### src/rtl/sdram_initiator.sv
// SDRAM command initiator: takes one host burst request at a time, sequences
// ACTIVATE / READ|WRITE / PRECHARGE with register-file programmed gaps, streams
// write data out and captures read data back. All outputs are registered.
//
// state  | meaning
// IDLE   | waiting for a host request, req_ready high
// ACT    | ACTIVATE on the strobes
// RCD    | NOP gap of tcas cycles before the column command
// CMD    | READ or WRITE on the strobes (first write beat also driven here)
// WBURST | remaining write beats
// RLAT   | waiting out read latency before the first sample
// RBURST | sampling DataIn, one beat per cycle
// RECOV  | NOP gap of twait cycles after the last beat
// PRE    | PRECHARGE on the strobes
// PWAIT  | NOP gap of tpre cycles before returning to IDLE
module sdram_initiator (
    input  logic        clk_i,
    input  logic        reset_i,
    input  logic        req_valid_i,
    output logic        req_ready_o,
    input  logic        req_we_i,
    input  logic [31:0] req_addr_i,
    input  logic [1:0]  req_size_i,
    input  logic [31:0] wdata_i,
    output logic        wdata_pop_o,
    output logic [31:0] rdata_o,
    output logic        rdata_valid_o,
    output logic        done_o,
    output logic        CS_o,
    output logic        RAS_o,
    output logic        CAS_o,
    output logic        WE_o,
    output logic [31:0] AddrOut_o,
    output logic [1:0]  Size_o,
    output logic [31:0] DataOut_o,
    input  logic [31:0] DataIn_i,
    input  logic [7:0]  tburst_i,
    input  logic [3:0]  tlat_i,
    input  logic [7:0]  tcas_i,
    input  logic [7:0]  twait_i,
    input  logic [7:0]  tpre_i
);

    typedef enum logic [3:0] {
        S_IDLE, S_ACT, S_RCD, S_CMD, S_WBURST,
        S_RLAT, S_RBURST, S_RECOV, S_PRE, S_PWAIT
    } state_t;

    localparam logic [3:0] CMD_NOP   = 4'b1111;
    localparam logic [3:0] CMD_ACT   = 4'b0011;
    localparam logic [3:0] CMD_READ  = 4'b0101;
    localparam logic [3:0] CMD_WRITE = 4'b0100;
    localparam logic [3:0] CMD_PRE   = 4'b0010;

    state_t      state_q, state_d;
    logic [7:0]  cnt_q, cnt_d;

    logic        we_q, we_d;
    logic [31:0] addr_q, addr_d;
    logic [1:0]  size_q, size_d;
    logic [7:0]  tburst_q, tburst_d;
    logic [3:0]  tlat_q, tlat_d;
    logic [7:0]  tcas_q, tcas_d;
    logic [7:0]  twait_q, twait_d;
    logic [7:0]  tpre_q, tpre_d;

    logic [3:0]  cmd_q, cmd_d;
    logic [31:0] addr_out_q, addr_out_d;
    logic [1:0]  size_out_q, size_out_d;
    logic [31:0] data_out_q, data_out_d;
    logic [31:0] rdata_q, rdata_d;
    logic        rdata_valid_q, rdata_valid_d;
    logic        done_q, done_d;
    logic        req_ready_q, req_ready_d;
    logic        wdata_pop_q, wdata_pop_d;

    logic        accept;
    state_t      post_burst_state;
    logic [7:0]  post_burst_cnt;

    assign accept           = req_ready_q & req_valid_i;
    assign post_burst_state = (twait_q == 8'd0) ? S_PRE : S_RECOV;
    assign post_burst_cnt   = twait_q - 8'd1;

    // State, gap counter and latched request/timing registers
    always_ff @(posedge clk_i) begin
        if (reset_i) begin
            state_q  <= S_IDLE;
            cnt_q    <= 8'd0;
            we_q     <= 1'b0;
            addr_q   <= 32'd0;
            size_q   <= 2'd0;
            tburst_q <= 8'd1;
            tlat_q   <= 4'd1;
            tcas_q   <= 8'd0;
            twait_q  <= 8'd0;
            tpre_q   <= 8'd0;
        end else begin
            state_q  <= state_d;
            cnt_q    <= cnt_d;
            we_q     <= we_d;
            addr_q   <= addr_d;
            size_q   <= size_d;
            tburst_q <= tburst_d;
            tlat_q   <= tlat_d;
            tcas_q   <= tcas_d;
            twait_q  <= twait_d;
            tpre_q   <= tpre_d;
        end
    end

    // Next state, counter reloads and request capture on accept
    always_comb begin
        state_d  = state_q;
        cnt_d    = cnt_q;
        we_d     = we_q;
        addr_d   = addr_q;
        size_d   = size_q;
        tburst_d = tburst_q;
        tlat_d   = tlat_q;
        tcas_d   = tcas_q;
        twait_d  = twait_q;
        tpre_d   = tpre_q;
        case (state_q)
            S_IDLE: begin
                if (accept) begin
                    state_d  = S_ACT;
                    we_d     = req_we_i;
                    addr_d   = req_addr_i;
                    size_d   = req_size_i;
                    tburst_d = (tburst_i == 8'd0) ? 8'd1 : tburst_i;
                    tlat_d   = (tlat_i == 4'd0) ? 4'd1 : tlat_i;
                    tcas_d   = tcas_i;
                    twait_d  = twait_i;
                    tpre_d   = tpre_i;
                end
            end
            S_ACT: begin
                if (tcas_q == 8'd0) begin
                    state_d = S_CMD;
                end else begin
                    state_d = S_RCD;
                    cnt_d   = tcas_q - 8'd1;
                end
            end
            S_RCD: begin
                if (cnt_q == 8'd0) state_d = S_CMD;
                else               cnt_d   = cnt_q - 8'd1;
            end
            S_CMD: begin
                if (we_q) begin
                    if (tburst_q > 8'd1) begin
                        state_d = S_WBURST;
                        cnt_d   = tburst_q - 8'd2;
                    end else begin
                        state_d = post_burst_state;
                        cnt_d   = post_burst_cnt;
                    end
                end else if (tlat_q > 4'd1) begin
                    state_d = S_RLAT;
                    cnt_d   = {4'd0, tlat_q} - 8'd2;
                end else begin
                    state_d = S_RBURST;
                    cnt_d   = tburst_q - 8'd1;
                end
            end
            S_WBURST, S_RBURST: begin
                if (cnt_q == 8'd0) begin
                    state_d = post_burst_state;
                    cnt_d   = post_burst_cnt;
                end else begin
                    cnt_d = cnt_q - 8'd1;
                end
            end
            S_RLAT: begin
                if (cnt_q == 8'd0) begin
                    state_d = S_RBURST;
                    cnt_d   = tburst_q - 8'd1;
                end else begin
                    cnt_d = cnt_q - 8'd1;
                end
            end
            S_RECOV: begin
                if (cnt_q == 8'd0) state_d = S_PRE;
                else               cnt_d   = cnt_q - 8'd1;
            end
            S_PRE: begin
                if (tpre_q == 8'd0) begin
                    state_d = S_IDLE;
                end else begin
                    state_d = S_PWAIT;
                    cnt_d   = tpre_q - 8'd1;
                end
            end
            S_PWAIT: begin
                if (cnt_q == 8'd0) state_d = S_IDLE;
                else               cnt_d   = cnt_q - 8'd1;
            end
            default: state_d = S_IDLE;
        endcase
    end

    // Output values for the coming cycle, derived from the state being entered
    always_comb begin
        cmd_d = CMD_NOP;
        case (state_d)
            S_ACT:   cmd_d = CMD_ACT;
            S_CMD:   cmd_d = we_d ? CMD_WRITE : CMD_READ;
            S_PRE:   cmd_d = CMD_PRE;
            default: cmd_d = CMD_NOP;
        endcase
        addr_out_d  = (state_d == S_ACT || state_d == S_CMD) ? addr_d : addr_out_q;
        size_out_d  = (state_d == S_ACT) ? size_d : size_out_q;
        req_ready_d = (state_d == S_IDLE);
        done_d      = (state_d == S_IDLE) && (state_q != S_IDLE);
        // Pop one cycle ahead of every beat, so the beat cycle shows registered wdata
        wdata_pop_d = we_d && (((state_d == S_ACT) && (tcas_d == 8'd0)) ||
                               ((state_d == S_RCD) && (cnt_d == 8'd0)) ||
                               ((state_d == S_CMD) && (tburst_d > 8'd1)) ||
                               ((state_d == S_WBURST) && (cnt_d != 8'd0)));
        data_out_d    = wdata_pop_q ? wdata_i : 32'd0;
        rdata_valid_d = (state_q == S_RBURST);
        rdata_d       = (state_q == S_RBURST) ? DataIn_i : rdata_q;
    end

    // Registered outputs
    always_ff @(posedge clk_i) begin
        if (reset_i) begin
            cmd_q         <= CMD_NOP;
            addr_out_q    <= 32'd0;
            size_out_q    <= 2'd0;
            data_out_q    <= 32'd0;
            rdata_q       <= 32'd0;
            rdata_valid_q <= 1'b0;
            done_q        <= 1'b0;
            req_ready_q   <= 1'b1;
            wdata_pop_q   <= 1'b0;
        end else begin
            cmd_q         <= cmd_d;
            addr_out_q    <= addr_out_d;
            size_out_q    <= size_out_d;
            data_out_q    <= data_out_d;
            rdata_q       <= rdata_d;
            rdata_valid_q <= rdata_valid_d;
            done_q        <= done_d;
            req_ready_q   <= req_ready_d;
            wdata_pop_q   <= wdata_pop_d;
        end
    end

    assign {CS_o, RAS_o, CAS_o, WE_o} = cmd_q;
    assign AddrOut_o     = addr_out_q;
    assign Size_o        = size_out_q;
    assign DataOut_o     = data_out_q;
    assign rdata_o       = rdata_q;
    assign rdata_valid_o = rdata_valid_q;
    assign done_o        = done_q;
    assign req_ready_o   = req_ready_q;
    assign wdata_pop_o   = wdata_pop_q;

endmodule

### config.mk
export PLATFORM = sky130hd
export DESIGN_NAME = sdram_initiator
export DESIGN_NICKNAME = d
export VERILOG_FILES = /design/src/rtl/sdram_initiator.sv
export SDC_FILE = /design/constraint.sdc
export NUM_CORES = 1
export LEC_CHECK = 0
export ABC_AREA = 1
export BUFFER_PORTS_ARGS = -buffer_cell sky130_fd_sc_hd__buf_4
export CORE_AREA = 2 2 107 212
export DETAILED_ROUTE_END_ITERATION = 10
export DIE_AREA = 0 0 109 214
export GPL_TIMING_DRIVEN = 0
export PLACE_DENSITY = 0.65
export SLEW_MARGIN = 20
export SYNTH_ARGS = -nofsm -noshare
export SYNTH_HDL_FRONTEND = slang
export SYNTH_SLANG_ARGS = --single-unit
### constraint.sdc
create_clock -name clk_i -period 4.54 [get_ports clk_i]
set_clock_uncertainty 0.15 [all_clocks]
set_input_delay 0.908 -clock clk_i [delete_from_list [all_inputs] [get_ports clk_i]]
set_output_delay 0.908 -clock clk_i [all_outputs]
set_load 0.01 [all_outputs]
-- After elaboration in Yosys (flattened, before gate mapping)
Index checks and enable logic that the tools add are counted.
- add/sub/neg operators: 7
- magnitude comparators: 3
- equality and inequality tests: 14
- mux-type cells: 36
- bitwise logic cells: 2
- reduce and logical (&&, ||, !) cells: 26
- operators by type and width (kind ; count):
    8-bit 2-to-1 mux ; 13
    32-bit 2-to-1 mux ; 2
    8-bit zero test ; 7
    8-bit one-hot mux with 6 select lines ; 1
    4-bit 2-to-1 mux ; 11
    8-bit by 1-bit subtractor with 8-bit output, second input constant ; 5
    4-bit one-hot mux with 9 select lines ; 1
    4-bit by 3-bit equality test with 1-bit output, second input constant ; 5
    4-bit by 2-bit equality test with 1-bit output, second input constant ; 4
    8-bit by 1-bit greater-than comparator with 1-bit output, second input constant ; 2
    4-bit equality test, second input constant ; 3
    4-bit zero test ; 3
    4-bit one-hot mux with 3 select lines ; 1
    4-bit by 1-bit equality test with 1-bit output, second input constant ; 2
    8-bit nonzero test ; 1
    8-bit by 2-bit subtractor with 8-bit output, second input constant ; 1
    1-bit logical AND ; 6
    2-bit 2-to-1 mux ; 3
    4-bit by 2-bit subtractor with 5-bit output, second input constant ; 1
    4-bit by 1-bit greater-than comparator with 1-bit output, second input constant ; 1
    1-bit logical OR ; 4
    1-bit 2-to-1 mux ; 4
    4-bit nonzero test ; 1
    2-bit OR reduction ; 2
    other kinds (4) ; 4
- register bits after elaboration: 189
- input bits: 138
- output and inout bits: 106
- word-level logic and storage cells: 107

-- Logic depth before layout (Yosys ltp)
- depth after elaboration: 11
- mapped depth: 19
- gate-level depth less buffers: 18

-- Least setup slack after synthesis
Ideal clock, no wire load.
- path kind: in2reg
- start point: input req_valid_i
- end point: register wdata_pop_q (netlist: wdata_pop_o)
- setup time: 0.111 ns
- arrival time: 1.976 ns
- required time: 4.279 ns
- slack: 2.303 ns
- cell stages on the path: 10
- path buffers: 2
- cell sequence: nand4_1 -> buf_2 -> buf_2 -> o21ai_0 -> nand3_1 -> nor2_1 -> o22a_1 -> nand2_1 -> nor2_1 -> nor2_1
- cells in the longest elaborated chain, start to end: 9
- elaborated cells between the ends (all ways): 23
- classes of those cells: 1 x order compare; 4 x eq/ne; 8 x mux; 1 x bitwise; 9 x reduce/logical
- RTL lines (what ; line ; text):
    start: declaration ; 19 ; input logic req_valid_i,
    1-bit bitwise AND (*) ; 81 ; assign accept = req_ready_q & req_valid_i;
    branches (longest 7 deep; another with 8-bit by 1-bit greater-than comparator with 1-bit output) ; n/a ;
    1-bit logical AND (*) ; 217 ; wdata_pop_d = we_d && (((state_d == S_ACT) && (tcas_d == 8'd0)) ||
    end signal: assignment ; 247 ; wdata_pop_q <= wdata_pop_d;
    end: declaration ; 75 ; logic wdata_pop_q, wdata_pop_d;
Every way passes the cells marked *.
A chain may end at the register's enable or synchronous reset.

-- Final worst setup path
- start point: register tburst_q[0]
- end point: register wdata_pop_q (netlist: wdata_pop_o)
- cells in the longest elaborated chain, start to end: 10
- elaborated cells between the ends (all ways): 28
- classes of those cells: 2 x add/sub; 2 x order compare; 4 x eq/ne; 10 x mux; 10 x reduce/logical
- RTL lines (what ; line ; text):
    start: declaration ; 61 ; logic [7:0] tburst_q, tburst_d;
    start signal: assignment ; 104 ; tburst_q <= tburst_d;
    8-bit by 1-bit subtractor with 8-bit output (tied with other cells) ; 164, 178 ;
    8-bit 2-to-1 mux (tied with other cells) ; 159 ; end else if (tlat_q > 4'd1) begin
    8-bit 2-to-1 mux / 4-bit 2-to-1 mux (equally long branches) ; 151 ; if (we_q) begin
    8-bit one-hot mux with 6 select lines / 4-bit one-hot mux with 9 select lines (equally long branches) ; 124 ; case (state_q)
    8-bit zero test (tied with other cells) ; 218 ; ((state_d == S_RCD) && (cnt_d == 8'd0)) ||
    1-bit logical AND (on tied branches) ; 218, 217 ;
    1-bit logical OR ; 217 ;
    1-bit logical OR ; 218 ;
    1-bit logical OR (*) ; 219 ; ((state_d == S_CMD) && (tburst_d > 8'd1)) ||
    1-bit logical AND (*) ; 217 ;
Every way passes the cells marked *; elsewhere a longest branch is shown, timed or not.

==> results.yml <==
run_status:
  status: "completed"
sta:
  finalHoldWorstSlack_ns: 0.323
  fmax_mhz: 323
  finalSetupViolations: 0
  worstMarginPinSlew_ns: 0.758
  finalSetupTns_ns: 0
  post-route-min-period_ns: 3.10
  rsz0062_at_grt: "false"
  fin_crit_sh_pct: 68.2
  hold_violations: 0
  maxSlewViolCount: 0
  slew_headroom_pct: 49.3
synthesis:
  ys_types: 39
  synth-warning-count: 0
  post-synth-top-area-cell: "dfxtp_1"
  seq_area_frac_synth_pct: 44.0
  async_reset_ff_share_pct: 0
  synth.area.top_cells: "dfxtp_1 44%, nor2_1 11%, nand2_1 9.7%"
  syn_area_mm2: 0.00851
  syn_avg_cell_area_um2: 7.15
  yosysTopAreaCellShare_pct: 44.0
  synth_cells: 1190
  synthesis.nets: 1340
  synth_ff_type: "dfxtp_1"
  synth_edf_count: 0
  synth_seq_cells: 187
detailed_routing:
  postRouteAntennaNets: 0
  firstDrtPassIters: 5
  drt_iter0_markers: 416
  post_drt_wl_per_cell_um: 17.1
  drc: 0
  vias: 8694
  via_per_inst: 5.00
  totalWireLength_mm: 29.7
setup_path:
  critPathArrivalTime_ns: 3.28
  r2r_slack_ns: 1.44
  crit_required_ns: 4.72
  critPathCapture: "wdata_pop_o"
  crit_path_end_kind: "register"
  startpoint: "tburst_q[0]"
  crit_type: "reg2reg"
  r2r_end: "wdata_pop_o"
  worstSetupStartpointType: "register"
  ff2ff_path_depth: 14
  r2r-start: "tburst_q[0]"
  path_max_fanout: 7
power:
  switching_power_mw: 3.29
  p_leak_nw: 5.74
  power.internal_mw: 4.34
  seq_power_share_pct: 29.8
  clkPwrFrac_pct: 21.8
  switching_share_pct: 43.1
  combPwrFrac_pct: 48.4
  ir_worst_vdd_mv: 0.467
  powerDensity_mw_per_mm2: 674
place:
  dp_hpwl_mm: 23.9
  place.gp.congestion: 0.952
  portBuffers: 243
  dpl-instance-area_mm2: 0.0107
floorplanning:
  num_rows: 76
  initial_utilization_pct: 39.4
  core-area_mm2: 0.0216
  die_area_mm2: 0.0233
  dieWidth_um: 109
  pin_count: 244
  die_h_um: 214
worst_hold_path:
  hold_path_depth: 2
  hold_class: "reg2reg"
clock_network:
  h-tree-depth: 4
  cts_resized: 0
  cts_tree: "yes"
  clockBufferDepth: 2
  clk_pin_slew_ns: 0.07
  clock_sinks: 187
  numCtsBuffers: 17
  cts_hold_buf: 0
  post_cts_buffers: 0
  root_buffer: "clkbuf_16"
  clk_latency_ns: 0.45
cells_and_area:
  layout.nets: 1602
  drive_above_1_share_pct: 22.2
  area_delta_synth_final_pct: 33.1
  diodes: 0
  finish.instance_area_mm2: 0.0113
grt:
  first_global_vias: 8901
  grt_overflow_total: 0
  antenna_found_initial: 0
  grt_usage_pct: 26.1
  grt_max_degree: 17
  grt_pass1_wl_mm: 45.7
run:
  maxCapViolCount: 0
[power by group through the flow]
| stage | sequential (mW) | clock, mW | combinational (mW) |
|---|---|---|---|
| final | 2.27 | 1.67 | 3.69 |
| after detailed placement | 2.30 | 0 | 3.67 |
| after global routing | 2.32 | 1.76 | 4.10 |
| after floorplan | 2.34 | 0 | 2.36 |
| after CTS | 2.27 | 1.70 | 3.69 |
| after global placement | 2.30 | 0 | 3.65 |
[per-layer routing]
| layer | track usage (%) | up-vias | wire, um |
|---|---|---|---|
| met2 | 48.0 | 299 | 15900 |
| met3 | 7.70 | 123 | 1820 |
| met4 | 19.7 | 0 | 2410 |
| met1 | 22.5 | 3910 | 9510 |
| li1 | - | 4362 | - |
| met5 | 0 | - | 0 |
[cell families (layout without fill, tap and decap cells)]
group	Yosys count	count (layout)	synth area share (%)
mux	32	32	3.76
xor+xnor	6	6	0.617
flops	187	187	44.0
compound gates	171	171	11.4
simple gates	610	610	30.3
buf+inv	172	447	8.13
fa+ha+maj	12	12	1.76
[through the flow]
stage                     utilization (%)  worst slack, ns  std cells  total power [mW]
final                                52.5             1.44       1738              7.63
after floorplan                         -             2.30       1190              4.70
after global routing                 52.5             1.29       1738              8.18
after CTS                            52.5             1.54       1738              7.66
after global placement               49.5             1.40       1706              5.94
after detailed placement             49.5             1.42       1706              5.98
[registers in the layout, indices dropped and copies added, names as in the netlist, 8 cells and up]
register and count:
tpre_q 8, twait_q 8, rdata_o 32, tcas_q 8
DataOut_o 32, tburst_q 8, addr_q 32, AddrOut_o 32
cnt_q 8
[synth_stat cells (12+ instances only)]
cell type  number
nor2_1        247
nand2_1       219
dfxtp_1       187
inv_1         116
nand3_1        98
o21ai_0        83
a21oi_1        39
a211oi_1       33
mux2i_1        32
clkbuf_1       31
buf_2          13
ha_1           12
nand4_1        12
nor2_2         12
[placed cells by master (no fill, tap or decap), types with 4 or more instances in the layout]
master	synthesis	final
nand4_1	12	12
nor2_4	6	6
nor2_1	247	247
buf_2	13	13
nand2_1	219	219
inv_1	116	116
nand3_1	98	98
bufinv_16	0	5
a31oi_1	5	5
nor3_1	4	4
dfxtp_1	187	187
clkbuf_1	31	34
ha_1	12	12
buf_4	3	246
inv_2	6	6
nand2_2	4	4
mux2i_1	32	32
a21oi_1	39	39
o21ai_0	83	83
clkbuf_16	0	17
a211oi_1	33	33
nor2_2	12	12
[cell type report]
type	count	area [um2]
Buffer	49	230
Clock buffer	20	437
Clock inverter	12	213
Fill cell	2221	10300
Inverter	123	462
Multi-Input combinational cell	831	4080
Sequential cell	187	3740
Tap cell	273	342
Timing Repair Buffer	243	1820
[worst min-delay path by stage]
stage / startpoint / endpoint / slack, ns
floorplan: tlat_q[0] / tlat_q[0] / 0.28
global placement: Size_o[1] / Size_o[1] / 0.30
detailed placement: tpre_q[7] / tpre_q[7] / 0.31
CTS: tpre_q[7] / tpre_q[7] / 0.32
global route: tpre_q[7] / tpre_q[7] / 0.36
finish: Size_o[1] / Size_o[1] / 0.32
[critical path: stages (launching register included)]
cell      delay [ns]
dfxtp_1         0.38
inv_1           0.14
ha_1            0.16
buf_2           0.17
o21ai_0         0.12
nor2_2          0.30
nand3_1         0.22
nand2_1         0.11
nand2_1         0.06
a21boi_0        0.43
nand3_1         0.16
nor2_2          0.18
a21oi_1         0.08
nor2_1          0.22
nor2_1          0.07
Power figures use the tool's default switching activity.
